`src/rtl/signed_div_ctrl.sv`:
```
// signed_div_ctrl: request/response front end for the 32-bit iterative
// unsigned divider core. Converts signed operands to magnitudes, drives the
// core's start/a/b, waits out the core latency, sign-corrects q/r and handles
// divide-by-zero before presenting the result over a valid/ready channel.
module signed_div_ctrl #(
  parameter int unsigned DIV_LATENCY = 33
) (
  input  logic        clock,
  input  logic        reset,
  // request channel
  input  logic        req_valid,
  output logic        req_ready,
  input  logic [31:0] req_a,
  input  logic [31:0] req_b,
  input  logic        req_signed,
  // response channel
  output logic        resp_valid,
  input  logic        resp_ready,
  output logic [31:0] resp_q,
  output logic [31:0] resp_r,
  output logic        resp_dbz,
  // divider core interface
  output logic        div_start,
  output logic [31:0] div_a,
  output logic [31:0] div_b,
  input  logic [31:0] div_q,
  input  logic [31:0] div_r
);

  localparam int unsigned DW = 32;
  localparam int unsigned CW = 6;

  localparam logic [CW-1:0] CNT_FLUSH = CW'(DIV_LATENCY);
  localparam logic [CW-1:0] CNT_WAIT  = CW'(DIV_LATENCY - 1);

  typedef enum logic [2:0] {
    ST_FLUSH,
    ST_IDLE,
    ST_ISSUE,
    ST_WAIT,
    ST_RESP
  } state_e;

  state_e          state_q, state_d;
  logic [CW-1:0]   cnt_q, cnt_d;
  logic            sign_quo_q, sign_quo_d;
  logic            sign_rem_q, sign_rem_d;
  logic            req_ready_q, req_ready_d;
  logic            resp_valid_q, resp_valid_d;
  logic [DW-1:0]   resp_quo_q, resp_quo_d;
  logic [DW-1:0]   resp_rem_q, resp_rem_d;
  logic            resp_dbz_q, resp_dbz_d;
  logic            div_start_q, div_start_d;
  logic [DW-1:0]   div_a_q, div_a_d;
  logic [DW-1:0]   div_b_q, div_b_d;

  logic [DW-1:0]   a_mag_c;
  logic [DW-1:0]   b_mag_c;
  logic [DW-1:0]   q_fix_c;
  logic [DW-1:0]   r_fix_c;
  logic            accept_c;

  // Operand magnitudes (mod 2^32, so |MIN| stays MIN) and result sign fix-up.
  always_comb begin
    a_mag_c  = (req_signed && req_a[DW-1]) ? (~req_a + DW'(1)) : req_a;
    b_mag_c  = (req_signed && req_b[DW-1]) ? (~req_b + DW'(1)) : req_b;
    q_fix_c  = sign_quo_q ? (DW'(0) - div_q) : div_q;
    r_fix_c  = sign_rem_q ? (DW'(0) - div_r) : div_r;
    accept_c = req_valid && req_ready_q;
  end

  // Next-state and registered-output logic.
  always_comb begin
    state_d      = state_q;
    cnt_d        = cnt_q;
    sign_quo_d   = sign_quo_q;
    sign_rem_d   = sign_rem_q;
    resp_quo_d   = resp_quo_q;
    resp_rem_d   = resp_rem_q;
    resp_dbz_d   = resp_dbz_q;
    div_a_d      = div_a_q;
    div_b_d      = div_b_q;
    div_start_d  = 1'b0;

    unique case (state_q)
      // The core has no reset and ignores start mid-iteration, so let any
      // in-progress divide drain before the first start pulse.
      ST_FLUSH: begin
        if (cnt_q == '0) begin
          state_d = ST_IDLE;
        end else begin
          cnt_d = cnt_q - CW'(1);
        end
      end

      ST_IDLE: begin
        if (accept_c) begin
          sign_quo_d = req_signed && (req_a[DW-1] ^ req_b[DW-1]);
          sign_rem_d = req_signed && req_a[DW-1];
          if (req_b == '0) begin
            resp_quo_d = '1;
            resp_rem_d = req_a;
            resp_dbz_d = 1'b1;
            state_d    = ST_RESP;
          end else begin
            div_a_d     = a_mag_c;
            div_b_d     = b_mag_c;
            div_start_d = 1'b1;
            state_d     = ST_ISSUE;
          end
        end
      end

      ST_ISSUE: begin
        cnt_d   = CNT_WAIT;
        state_d = ST_WAIT;
      end

      // div_b stays put here because the core compares against the live value.
      ST_WAIT: begin
        if (cnt_q == '0) begin
          resp_quo_d = q_fix_c;
          resp_rem_d = r_fix_c;
          resp_dbz_d = 1'b0;
          state_d    = ST_RESP;
        end else begin
          cnt_d = cnt_q - CW'(1);
        end
      end

      ST_RESP: begin
        if (resp_valid_q && resp_ready) begin
          state_d = ST_IDLE;
        end
      end

      default: begin
        state_d = ST_FLUSH;
        cnt_d   = CNT_FLUSH;
      end
    endcase

    req_ready_d  = (state_d == ST_IDLE);
    resp_valid_d = (state_d == ST_RESP);
  end

  // State and output registers.
  always_ff @(posedge clock or posedge reset) begin
    if (reset) begin
      state_q      <= ST_FLUSH;
      cnt_q        <= CNT_FLUSH;
      sign_quo_q   <= 1'b0;
      sign_rem_q   <= 1'b0;
      req_ready_q  <= 1'b0;
      resp_valid_q <= 1'b0;
      resp_quo_q   <= '0;
      resp_rem_q   <= '0;
      resp_dbz_q   <= 1'b0;
      div_start_q  <= 1'b0;
      div_a_q      <= '0;
      div_b_q      <= '0;
    end else begin
      state_q      <= state_d;
      cnt_q        <= cnt_d;
      sign_quo_q   <= sign_quo_d;
      sign_rem_q   <= sign_rem_d;
      req_ready_q  <= req_ready_d;
      resp_valid_q <= resp_valid_d;
      resp_quo_q   <= resp_quo_d;
      resp_rem_q   <= resp_rem_d;
      resp_dbz_q   <= resp_dbz_d;
      div_start_q  <= div_start_d;
      div_a_q      <= div_a_d;
      div_b_q      <= div_b_d;
    end
  end

  assign req_ready  = req_ready_q;
  assign resp_valid = resp_valid_q;
  assign resp_q     = resp_quo_q;
  assign resp_r     = resp_rem_q;
  assign resp_dbz   = resp_dbz_q;
  assign div_start  = div_start_q;
  assign div_a      = div_a_q;
  assign div_b      = div_b_q;

endmodule

```
`config.mk`:
```
export PLATFORM = sky130hd
export DESIGN_NAME = signed_div_ctrl
export DESIGN_NICKNAME = d
export VERILOG_FILES = /design/src/rtl/signed_div_ctrl.sv
export SDC_FILE = /design/constraint.sdc
export NUM_CORES = 1
export LEC_CHECK = 0
export BUFFER_PORTS_ARGS = -buffer_cell sky130_fd_sc_hd__buf_2
export CAP_MARGIN = 30
export CORE_ASPECT_RATIO = 1.75
export CORE_MARGIN = 3
export CORE_UTILIZATION = 40
export CTS_CLUSTER_SIZE = 40
export DETAILED_ROUTE_END_ITERATION = 16
export MAX_ROUTING_LAYER = met4
export PLACE_DENSITY = 0.65
export SLEW_MARGIN = 20
export SYNTH_ARGS = -nofsm -noshare
export SYNTH_HDL_FRONTEND = slang
export SYNTH_SLANG_ARGS = --single-unit
```
`constraint.sdc`:
```
create_clock -name clock -period 11.8 [get_ports clock]
set_input_delay 1.77 -clock clock [delete_from_list [all_inputs] [get_ports clock]]
set_output_delay 1.77 -clock clock [all_outputs]
set_load 0.01 [all_outputs]
```
Word level (Yosys, flattened, before mapping)
Cells that the tools add are included.
- register bits after elaboration: 143
- bits in latches: 0
- RAM bits: 0
- ROM bits: 0
- bits of input ports: 133
- output and inout port bits: 132
- word-level logic and storage cells: 74
- memories: 0
- add/sub/neg operators: 5
- multiply operators: 0
- div/mod/pow operators: 0
- magnitude comparators: 0
- equal/unequal tests: 10
- shift operators: 0
- mux-type cells: 27
- bitwise operators: 5
- reductions and logical operators: 15
- operators by type and width (cell ; count):
    32-bit two-way mux ; 10
    32-bit case mux with 2 select lines ; 2
    32-bit by 1-bit adder with 32-bit output, second input constant ; 2
    32-bit inverter ; 2
    1-bit by 32-bit subtractor with 32-bit output, first input constant ; 2
    32-bit logical NOT ; 1
    6-bit case mux with 3 select lines ; 1
    3-bit two-way mux ; 5
    3-bit case mux with 5 select lines ; 1
    2-bit != test, second input constant ; 4
    3-bit by 1-bit equality test with 1-bit output, second input constant ; 2
    3-bit by 2-bit equality test with 1-bit output, second input constant ; 2
    3-bit equality test, second input constant ; 2
    6-bit logical NOT ; 1
    1-bit two-way mux ; 6
    6-bit two-way mux ; 1
    6-bit by 1-bit subtractor with 6-bit output, second input constant ; 1
    1-bit logical AND ; 5
    2-bit AND reduction ; 2
    4-bit AND reduction ; 1
    2-bit OR reduction ; 2
    3-bit logical NOT ; 1
    3-bit AND reduction ; 1
    1-bit inverter ; 2
    other kinds (3) ; 3

Longest topological paths before layout
- word-level depth: 5
- depth in mapped cells: 12
- mapped depth without buffers: 8

Worst setup path before layout
Ideal clock, no wire load.
- kind: in2reg
- from: in div_q[0]
- to: reg resp_quo_q[28] (netlist: resp_q[28])
- setup time: 137 ps
- data arrival time: 3495 ps
- required time: 11663 ps
- path slack: 8168 ps
- stages on the path: 8
- path buffers: 0
- path through: inv_1 ha_1 or4b_4 nor4_4 nand3_2 o41ai_2 xor2_1 a21oi_1
- word-level cells in the longest chain between the ends: 4
- RTL lines (what ; RTL line ; source):
    start, declared ; 26 ; input logic [31:0] div_q,
    1-bit by 32-bit subtractor with 32-bit output ; 67 ; q_fix_c = sign_quo_q ? (DW'(0) - div_q) : div_q;
    32-bit two-way mux ; 67 ;
    32-bit two-way mux ; 121 ; if (cnt_q == '0) begin
    32-bit case mux with 2 select lines ; 85 ; unique case (state_q)
    end signal, assigned ; 169 ; resp_quo_q <= resp_quo_d;
    end, declared ; 50 ; logic [DW-1:0] resp_quo_q, resp_quo_d;
Every way passes these cells. The select of a mux whose other input is x is not followed.
A chain may end at the register's enable or synchronous reset.

Worst setup path after layout
- from: in req_b[0]
- to: reg state_q[1]
- word-level cells in the longest chain between the ends: 4
- RTL lines (what ; RTL line ; source):
    start, declared ; 14 ; input logic [31:0] req_b,
    32-bit logical NOT ; 100 ; if (req_b == '0) begin
    3-bit two-way mux ; 100 ;
    3-bit two-way mux ; 97 ; if (accept_c) begin
    3-bit case mux with 5 select lines ; 85 ;
    named net state_d[1] ; 44 ; state_e state_q, state_d;
    end signal, assigned ; 163 ; state_q <= state_d;
    end, declared ; 44 ;
The timed path passes the listed nets, and every way through them passes these cells.

==> metrics.txt <==
final hold vios=0; proportion of power drawn by the clock network=23.7%; CP bufs+invs=4; Resize count post-CTS=0; Switching Share=39.6%; Yosys top cell area share=41.7%; metal3 WL=1.70 mm; hold_buf cts=0; main area contributors after synthesis=dfrtp_1 42%, o21ai_0 7.0%, xor2_1 6.3%, xnor2_1 6.0%, nand2_1 5.6%; Layout Skew=12.6 ps; CP required=12130 ps; pwr/cell area=221 nW/um2; Post-route DRC=0; CP delay by family, top=simple AND/OR/NAND/NOR gates; initial antenna violation count=4; drt wl/cell=17.8 um; final worst setup slack=7630 ps; vias=7911; fin crit share=35.4%; vias in the first global route=7852; GRT Util Overall=23.6%; CP max stage cell=nor3b_1; CTS tree=done; Arr. time, crit path=4500 ps; CTS Buffer Depth=2; Port Buffers=264; Worst Reg-to-Reg Cells=8; Initial Util=41.1%; setup bufs post-CTS=0; Die ar.=23000 um2; Final Critical Period=4170 ps; H-tree depth=4; P&R area growth vs syn=24.6%; top cell type by total area after synthesis=dfrtp_1; sequential area share after synthesis=42.4%; setup slack, reg-to-reg=9100 ps; Sink Count=143; Pwr Total=2.33 mW; Max stage delay on crit path=580 ps; Hold EP=div_b[14]; clock transition at the registers of the reported paths=70 ps; leading cell type in the layout, fill and taps excluded=buf_2; drt pass-1 iters=5; Comb power frac=39.9%; proportion of layout cells with a drive suffix above 1=27.5%; largest net degree at the start of global routing=129; FF-to-FF Start=state_q[0]; uppermost layer routed=met4; pre-CTS WS=6960 ps; RePlAce Congestion=0.888; row count=69; final setup fails=0; Slew HR=39.5%; Peak VDD IR=0.0820 mV; crit end category=flip-flop; Num CTS Buffers=17; startpoint types=input port; die width=116 um; worst slew pin tran=899 ps; final setup TNS=0 ps; Routed Antenna Nets=0; final core area utilization=51.3%; syn_area_per_cell=8.76 um2; Yosys reg bits=143; DP HPWL=20.1 mm; Synth Instances=965; Remaining Overflow, GRT=0; RSZ-0062 raised after global routing=no; status=finished, final reports clean; area of the core=20500 um2; Fmax=240 MHz; crit path max fanout=128; Max Slew Vio Count=0; CTS root buf=clkbuf_16; HP Class=reg -> reg; area of the multi-input gates=4550 um2; Netlist cell types=55; Metal-1 WL=10.2 mm; Die H=198 um; Pleak=4.62 nW; CP most frequent cell=inv_1; 1st-iter DRT viols=440; Crit Reg-Reg Endpoint=resp_r[22]; P_int=1.41 mW; vias per cell=5.40; top_reg_cell synth=dfrtp_1; Post-synth EDFFs=0; Syn Nets=1103; final net count=1339; crit path cell chain=buf_2 > inv_1 > ha_1 > nor3b_1 > and3_1 > nand4_1 > nand2_4 > buf_6 > inv_1 > or2_1; Routed WL=26.1 mm; I/O Pins=265; critical path class=in -> reg; hold depth=2; met2 wire len=13.5 mm; Hold Path Origin=div_b[14]; Mapped Area=8450 um2; filler cell count=2004; Max Cap Viol=0; Worst-Skew Late Latency=440 ps; Net Switching=0.922 mW; first-pass GRT wire length=41.1 mm; most frequent cells in the layout=264 x buf_2, 141 x dfrtp_1, 125 x nand2_1, 119 x o21ai_0, 86 x nor2_1; Async SR Flop Fraction=100%; register area=3580 um2; Synth warnings=0; sequential group share of total power=36.4%
==> power by group through the flow <==
| stage | sequential (mW) | combinational, mW | clock [mW] |
|---|---|---|---|
| floorplan | 0.904 | 0.508 | 0 |
| global placement | 0.871 | 0.898 | 0 |
| detailed placement | 0.878 | 0.913 | 0 |
| CTS | 0.872 | 0.915 | 0.563 |
| global route | 0.878 | 1.05 | 0.586 |
| finish | 0.849 | 0.931 | 0.552 |
==> flip-flops by register name (all words and copies together) (netlist names), 3 cells and up <==
| name | count |
|---|---|
| state_q | 3 |
| resp_r | 32 |
| div_b | 32 |
| div_a | 32 |
| cnt_q | 6 |
| resp_q | 32 |
==> worst max path at each step <==
| stage | from | to | slack, ps | cells after the start |
|---|---|---|---|---|
| after global routing | req_b[0] | state_q[1] | 7370 | 10 |
| after CTS | req_b[0] | state_q[1] | 7400 | 10 |
| after global placement | req_b[0] | state_q[1] | 7030 | 10 |
| after detailed placement | req_b[0] | state_q[1] | 6960 | 10 |
| final | req_b[0] | state_q[1] | 7630 | 10 |
| after floorplan | reset | cnt_q[1] | 6200 | 1 |
==> cells in the mapped netlist, types with 2 or more instances <==
master    count
xnor2_1      58
nand2_1     126
a21oi_1      62
o221ai_1      2
o41ai_2       3
and2_0        2
o41ai_1      15
nor2b_1       4
nand2b_1      3
a211oi_1      8
dfrtp_1     141
ha_1          5
nand3_1      14
or2_2         5
dfstp_2       2
nor4_1       10
xor2_1       61
and3_1        2
clkbuf_1     34
a31oi_1      18
nor3_1       22
nor3b_1       5
o21ai_0     119
nand3_2       2
and2_1        5
nor2_1       87
a21o_1        7
nand4_1       6
nor4_2        3
buf_4         5
or3_1        12
nor4_4        5
buf_2        16
mux2i_1      13
or4_1        13
inv_1        22
a22oi_1       2
o211ai_1     11
o31ai_1      19
==> cells by family (layout without fill, tap and decap cells) <==
logic type                 after synthesis  after routing  share of synthesized area, %
xor gates and xnor gates               119            119                          12.3
DFF                                    143            143                          42.4
AOI/OAI and AO/OA                      274            274                          19.4
adders and majority gates                5              5                         0.740
other                                    0              4                             0
buffers and inverters                   78            327                          4.01
muxes                                   13             13                          1.54
and+or+nand+nor                        333            333                          19.6
==> worst reg2reg max path, cell delays in order (launching register included) <==
cell     delay, ps
dfrtp_1        620
inv_1          160
nor3_4         190
buf_4          360
nand2_2        260
a22oi_2        210
buf_4          470
o21ai_0        180
o21ai_0        170
==> area by class of cell <==
class / count / area share, %
clock inverter: 14 / 1.48
antenna: 4 / 0.0950
inverter: 22 / 0.831
sequential: 143 / 34.0
multi-input combinational: 744 / 43.2
timing repair buffer: 273 / 13.3
clock buffer: 18 / 4.17
tap: 248 / 2.95
==> routing by layer <==
metal	vias up	GRT usage [%]
li1	3887	-
met1	3729	26.7
met2	259	39.6
met3	36	5.99
met4	0	9.25
met5	-	-
==> per-stage QoR <==
| stage | hold slack, ps | cells | area (um2) |
|---|---|---|---|
| floorplan | 511 | 965 | 8450 |
| global placement | 455 | 1428 | 9900 |
| detailed placement | 464 | 1428 | 9900 |
| CTS | 478 | 1460 | 10500 |
| global route | 497 | 1466 | 10500 |
| finish | 472 | 1466 | 10500 |
Power figures use the tool's default switching activity.
